**config.mk**
```make
export PLATFORM = sky130hd
export DESIGN_NAME = alu_arbiter
export DESIGN_NICKNAME = d
export VERILOG_FILES = /design/src/rtl/alu_arbiter.sv
export SDC_FILE = /design/constraint.sdc
export NUM_CORES = 1
export LEC_CHECK = 0
export BUFFER_PORTS_ARGS = -buffer_cell sky130_fd_sc_hd__buf_2
export CORE_MARGIN = 2
export CORE_UTILIZATION = 44
export DETAILED_ROUTE_END_ITERATION = 16
export PLACE_DENSITY = 0.91
export SLEW_MARGIN = 20
export SYNTH_ARGS = -nofsm -noshare
export SYNTH_HDL_FRONTEND = slang
export SYNTH_SLANG_ARGS = --single-unit
```
**constraint.sdc**
```tcl
create_clock -name clk -period 2.1 [get_ports clk]
set_clock_uncertainty 0.05 [all_clocks]
set_input_delay 0.42 -clock clk [delete_from_list [all_inputs] [get_ports clk]]
set_output_delay 0.42 -clock clk [all_outputs]
set_load 0.01 [all_outputs]
```
**src/rtl/alu_arbiter.sv**
```systemverilog
// Round-robin arbiter sharing one combinational ALU between two requesters.
// Optional ALU_ARB_DIVZ_EN: short-circuit divide-by-zero with a marked response.
module alu_arbiter #(
  parameter int N             = 20,
  parameter int MULDIV_CYCLES = 4
) (
  input  logic         clk,
  input  logic         rst_n,
  input  logic         req0_valid,
  output logic         req0_ready,
  input  logic [N-1:0] req0_a,
  input  logic [N-1:0] req0_b,
  input  logic [2:0]   req0_op,
  input  logic         req1_valid,
  output logic         req1_ready,
  input  logic [N-1:0] req1_a,
  input  logic [N-1:0] req1_b,
  input  logic [2:0]   req1_op,
  output logic [N-1:0] alu_a,
  output logic [N-1:0] alu_b,
  output logic [2:0]   alu_op,
  input  logic [N-1:0] alu_result,
  input  logic         alu_z,
  output logic         rsp_valid,
  input  logic         rsp_ready,
  output logic [N-1:0] rsp_result,
  output logic         rsp_z,
  output logic         rsp_id,
  output logic         rsp_divz
);

  localparam int CW = (MULDIV_CYCLES > 1) ? $clog2(MULDIV_CYCLES) : 1;

  typedef enum logic [1:0] {
    IDLE = 2'd0,
    EXEC = 2'd1,
    RESP = 2'd2
  } state_t;

  state_t        state_q, state_d;
  logic [CW-1:0] cnt_q, cnt_d;
  logic          rr_q, rr_d;
  logic [N-1:0]  alu_a_q, alu_a_d;
  logic [N-1:0]  alu_b_q, alu_b_d;
  logic [2:0]    alu_op_q, alu_op_d;
  logic          id_q, id_d;
  logic          dz_q, dz_d;
  logic          rsp_valid_q, rsp_valid_d;
  logic [N-1:0]  rsp_result_q, rsp_result_d;
  logic          rsp_z_q, rsp_z_d;
  logic          rsp_divz_q, rsp_divz_d;

  logic          gnt0, gnt1, hs;
  logic [N-1:0]  sel_a, sel_b;
  logic [2:0]    sel_op;
  logic          sel_md, divz_hit;

  // Pick a requester: rr_q=1 favours req1 when both are valid
  always_comb begin
    gnt1   = req1_valid && (!req0_valid || rr_q);
    gnt0   = req0_valid && !gnt1;
    sel_a  = gnt1 ? req1_a : req0_a;
    sel_b  = gnt1 ? req1_b : req0_b;
    sel_op = gnt1 ? req1_op : req0_op;
    sel_md = (sel_op == 3'b010) || (sel_op == 3'b011);
  end

`ifdef ALU_ARB_DIVZ_EN
  assign divz_hit = (sel_op == 3'b011) && (sel_b == '0);
`else
  assign divz_hit = 1'b0;
`endif

  assign req0_ready = (state_q == IDLE) && gnt0;
  assign req1_ready = (state_q == IDLE) && gnt1;
  assign hs         = req0_ready || req1_ready;

  // Next-state and datapath update for grant, wait and response
  always_comb begin
    state_d      = state_q;
    cnt_d        = cnt_q;
    rr_d         = rr_q;
    alu_a_d      = alu_a_q;
    alu_b_d      = alu_b_q;
    alu_op_d     = alu_op_q;
    id_d         = id_q;
    dz_d         = dz_q;
    rsp_valid_d  = rsp_valid_q;
    rsp_result_d = rsp_result_q;
    rsp_z_d      = rsp_z_q;
    rsp_divz_d   = rsp_divz_q;
    unique case (state_q)
      IDLE: begin
        if (hs) begin
          alu_a_d  = sel_a;
          alu_b_d  = sel_b;
          alu_op_d = sel_op;
          id_d     = gnt1;
          rr_d     = !gnt1;
          dz_d     = divz_hit;
          if (sel_md && !divz_hit)
            cnt_d = CW'(MULDIV_CYCLES - 1);
          else
            cnt_d = '0;
          state_d  = EXEC;
        end
      end
      EXEC: begin
        if (cnt_q != '0) begin
          cnt_d = cnt_q - CW'(1);
        end else begin
          rsp_result_d = dz_q ? '1 : alu_result;
          rsp_z_d      = alu_z && !dz_q;
          rsp_divz_d   = dz_q;
          rsp_valid_d  = 1'b1;
          state_d      = RESP;
        end
      end
      RESP: begin
        if (rsp_ready) begin
          rsp_valid_d = 1'b0;
          state_d     = IDLE;
        end
      end
      default: state_d = IDLE;
    endcase
  end

  // State registers; reset drops any op in flight
  always_ff @(posedge clk or negedge rst_n) begin
    if (!rst_n) begin
      state_q      <= IDLE;
      cnt_q        <= '0;
      rr_q         <= 1'b0;
      alu_a_q      <= '0;
      alu_b_q      <= '0;
      alu_op_q     <= '0;
      id_q         <= 1'b0;
      dz_q         <= 1'b0;
      rsp_valid_q  <= 1'b0;
      rsp_result_q <= '0;
      rsp_z_q      <= 1'b0;
      rsp_divz_q   <= 1'b0;
    end else begin
      state_q      <= state_d;
      cnt_q        <= cnt_d;
      rr_q         <= rr_d;
      alu_a_q      <= alu_a_d;
      alu_b_q      <= alu_b_d;
      alu_op_q     <= alu_op_d;
      id_q         <= id_d;
      dz_q         <= dz_d;
      rsp_valid_q  <= rsp_valid_d;
      rsp_result_q <= rsp_result_d;
      rsp_z_q      <= rsp_z_d;
      rsp_divz_q   <= rsp_divz_d;
    end
  end

  assign alu_a      = alu_a_q;
  assign alu_b      = alu_b_q;
  assign alu_op     = alu_op_q;
  assign rsp_valid  = rsp_valid_q;
  assign rsp_result = rsp_result_q;
  assign rsp_z      = rsp_z_q;
  assign rsp_id     = id_q;
  assign rsp_divz   = rsp_divz_q;

endmodule

```
==> run summary <==
result of the run = completed
P&R area growth vs syn = 37.74%
via count = 2685
post-DR wirelength/cell = 14.16 µm
Syn Std Cell Area = 0.003159 mm²
Final setup viols = 0
sequential area share after synthesis = 56.24%
xor/xnor cell area share of the yosys netlist = 0%
synthesized flop and latch total = 71
critical path's slowest cell = dfrtp_1
Initial Util = 45.99%
Synth Instances = 260
Cell Chain, Critical Path = o21ai_4 -> nor3_4 -> buf_2
Routed Antenna Nets = 0
multiplexer share of the synthesized area = 16.67%
CTS buffer count = 9
hold_ws = 0.02360 ns
Reg-to-Reg End = rsp_result[10]
DRT Pass-1 Iters = 4
via density per instance = 4.945
Adder-Cell Fraction of Synth Area = 0.3960%
largest family of logic cells by synthesized area = multiplexers
CTS root buf = clkbuf_8
cell total after placement = 526
Nets = 557
Final period util = 94.96%
# diodes = 0
post-synthesis compound-gate area fraction = 12.55%
Buf/Inv on CP = 1
IO Count = 181
max-cap violations = 0
Core Area = 0.006869 mm²
Final Hold Vio Count = 0
post-synthesis simple-gate area fraction = 9.228%
largest net degree at the start of global routing = 72
Final Critical Period = 1.994 ns
r2r worst-path depth = 5
crit end category = output pin
drt total wl = 7.688 mm
I/O Buffers = 179
Leak = 2.317 nW
top-area cell type share of the netlist area = 56.24%
Worst Hold Class = input port to asynchronous set/reset pin
DP HPWL = 5.904 mm
Ys Warns = 0
power density over the cells = 1420 mW/mm²
Iter 0 DRT Violations = 81
CP Max Fanout = 9
residual DRC count = 0
H-Tree Depth = 3
Syn Nets = 373
VDD IR-drop max = 669.1 µV
initial antenna violation count = 0
Setup TNS Final = 0 ns
Final Power = 6.180 mW
Clock Latency Late Sink = 0.33 ns
FF-to-FF setup slack = 0.25 ns
cts hold-fix bufs = 0
placer congestion estimate = 0.7860
Clock Sinks = 71
Place WS = 0.04007 ns
overflow left after global routing = 0
Avg Cell Area, Syn = 12.15 µm²
final core occ = 63.35%
gr usage total = 19.79%
RR Startpoint = cnt_q[0]
fmax = 0.5015 GHz
Slew Viols, Final = 0
Netlist cell types = 35
Max clock buf depth = 2
Crit Path Category = flop to output pin
largest stage delay on the critical path = 0.44 ns
number of global-route vias before repair = 2819
Final Worst Setup Slack = 0.1058 ns
type of origin of the critical path = flop
first-pass GRT wire length = 12.03 mm
die width = 88.74 µm
Synth area leaders = dfrtp_1, mux2i_1, mux2_2
Top delay family on crit path = flip-flops
Die Y = 88.74 µm
Worst-path clk slew = 0.08 ns
layout cells sized above 1 = 51.90%
RSZ-0062 raised after global routing = false
die footprint = 0.007874 mm²
largest area contributor in the netlist = dfrtp_1
Cell Rows = 30
Worst Path Arrival = 1.52 ns
post-route design area = 0.004352 mm²
Layout Cells excl Fill = 543
Critical Path RT = 1.63 ns
TritonCTS clock tree = done
Placed Area = 0.004143 mm²
[area by class of cell]
class	instances	area [µm²]
tap	96	120.1
clock inverter	4	47.55
timing repair buffer	191	1011
sequential	71	1778
clock buffer	10	137.6
fill	567	2517
multi-input combinational	166	1239
inverter	5	18.77
[logic make-up (layout without fill, tap and decap cells)]
| family | after synthesis | in the layout |
|---|---|---|
| flops | 71 | 71 |
| compound gates | 57 | 57 |
| simple gates | 57 | 57 |
| mux | 50 | 50 |
| buf+inv | 23 | 210 |
| fa+ha+maj | 1 | 1 |
| other cells | 1 | 1 |
[state kept, by name (all words and copies together), names as in the netlist]
signal	flops
rsp_id	1
rsp_valid	1
rsp_z	1
rsp_result	20
alu_a	20
alu_op	3
alu_b	20
rr_q	1
cnt_q	2
state_q	2
[worst reg2reg max path, stage by stage, from the launching register on]
cell	delay (ns)
dfrtp_1	0.39
inv_1	0.09
ha_1	0.23
nand2_1	0.10
or2_2	0.50
mux2_1	0.38
[Yosys cell counts, drive strengths merged]
cell type  number
a21o            1
a21oi           3
a221o          16
a31oi           1
and2           15
buf            13
clkbuf          5
conb            1
dfrtp          71
ha              1
inv             5
mux2           21
mux2i          29
nand2          31
nand2b          3
nor2            2
nor2b           1
nor3            3
nor4b           1
o21a            1
o21ai          34
o221a           1
or2             1
[worst max-delay path by stage]
| stage | from | cells past startpoint | slack [ns] | to |
|---|---|---|---|---|
| 4_1_cts | state_q[1] | 3 | 0.005 | req1_ready |
| 3_3_place_gp | cnt_q[0] | 5 | 0.14 | rsp_result[1] |
| 3_5_place_dp | cnt_q[0] | 5 | 0.04 | rsp_result[12] |
| 2_1_floorplan | cnt_q[0] | 7 | 0.45 | rsp_result[10] |
| 6_report | rr_q | 3 | 0.11 | req1_ready |
| 5_1_grt | rr_q | 3 | 0.01 | req1_ready |
[routing by layer]
metal / track usage (%) / vias up / part of all wire [%]
met5: 0 / - / 0
met4: 9.366 / 0 / 1.8
met3: 4.291 / 12 / 6.6
met2: 36.97 / 115 / 54
met1: 20.92 / 1273 / 37
li1: - / 1285 / -
[timing repair]
action                                  CTS  global route
resized for setup                         0             2
hold endpoints to repair                  0             0
endpoints found under the setup margin    0            24
buffers inserted                          0             3
[cell usage in the layout, fill, tap and decap left out, types with 2 or more instances in the layout]
cell type	n
o21ai_1	20
o21ai_0	12
mux2i_1	29
and2_0	10
and2_1	5
buf_4	10
dfrtp_1	70
inv_1	4
nand2b_1	3
a21oi_1	2
clkbuf_8	10
mux2_2	18
mux2_1	3
o21ai_4	2
nor3_1	2
clkinv_2	2
nand2_1	31
buf_2	179
buf_12	2
a221o_1	16
[where the power goes]
part | leakage [nW] | internal, mW | total (mW) | switching (mW)
registers | 0.857 | 2.04 | 2.41 | 0.363
clock network | 0.0940 | 0.564 | 1.04 | 0.475
logic | 1.37 | 1.35 | 2.73 | 1.38
total | 2.32 | 3.96 | 6.18 | 2.22
Note: power is estimated with default switching activity, not from simulation.
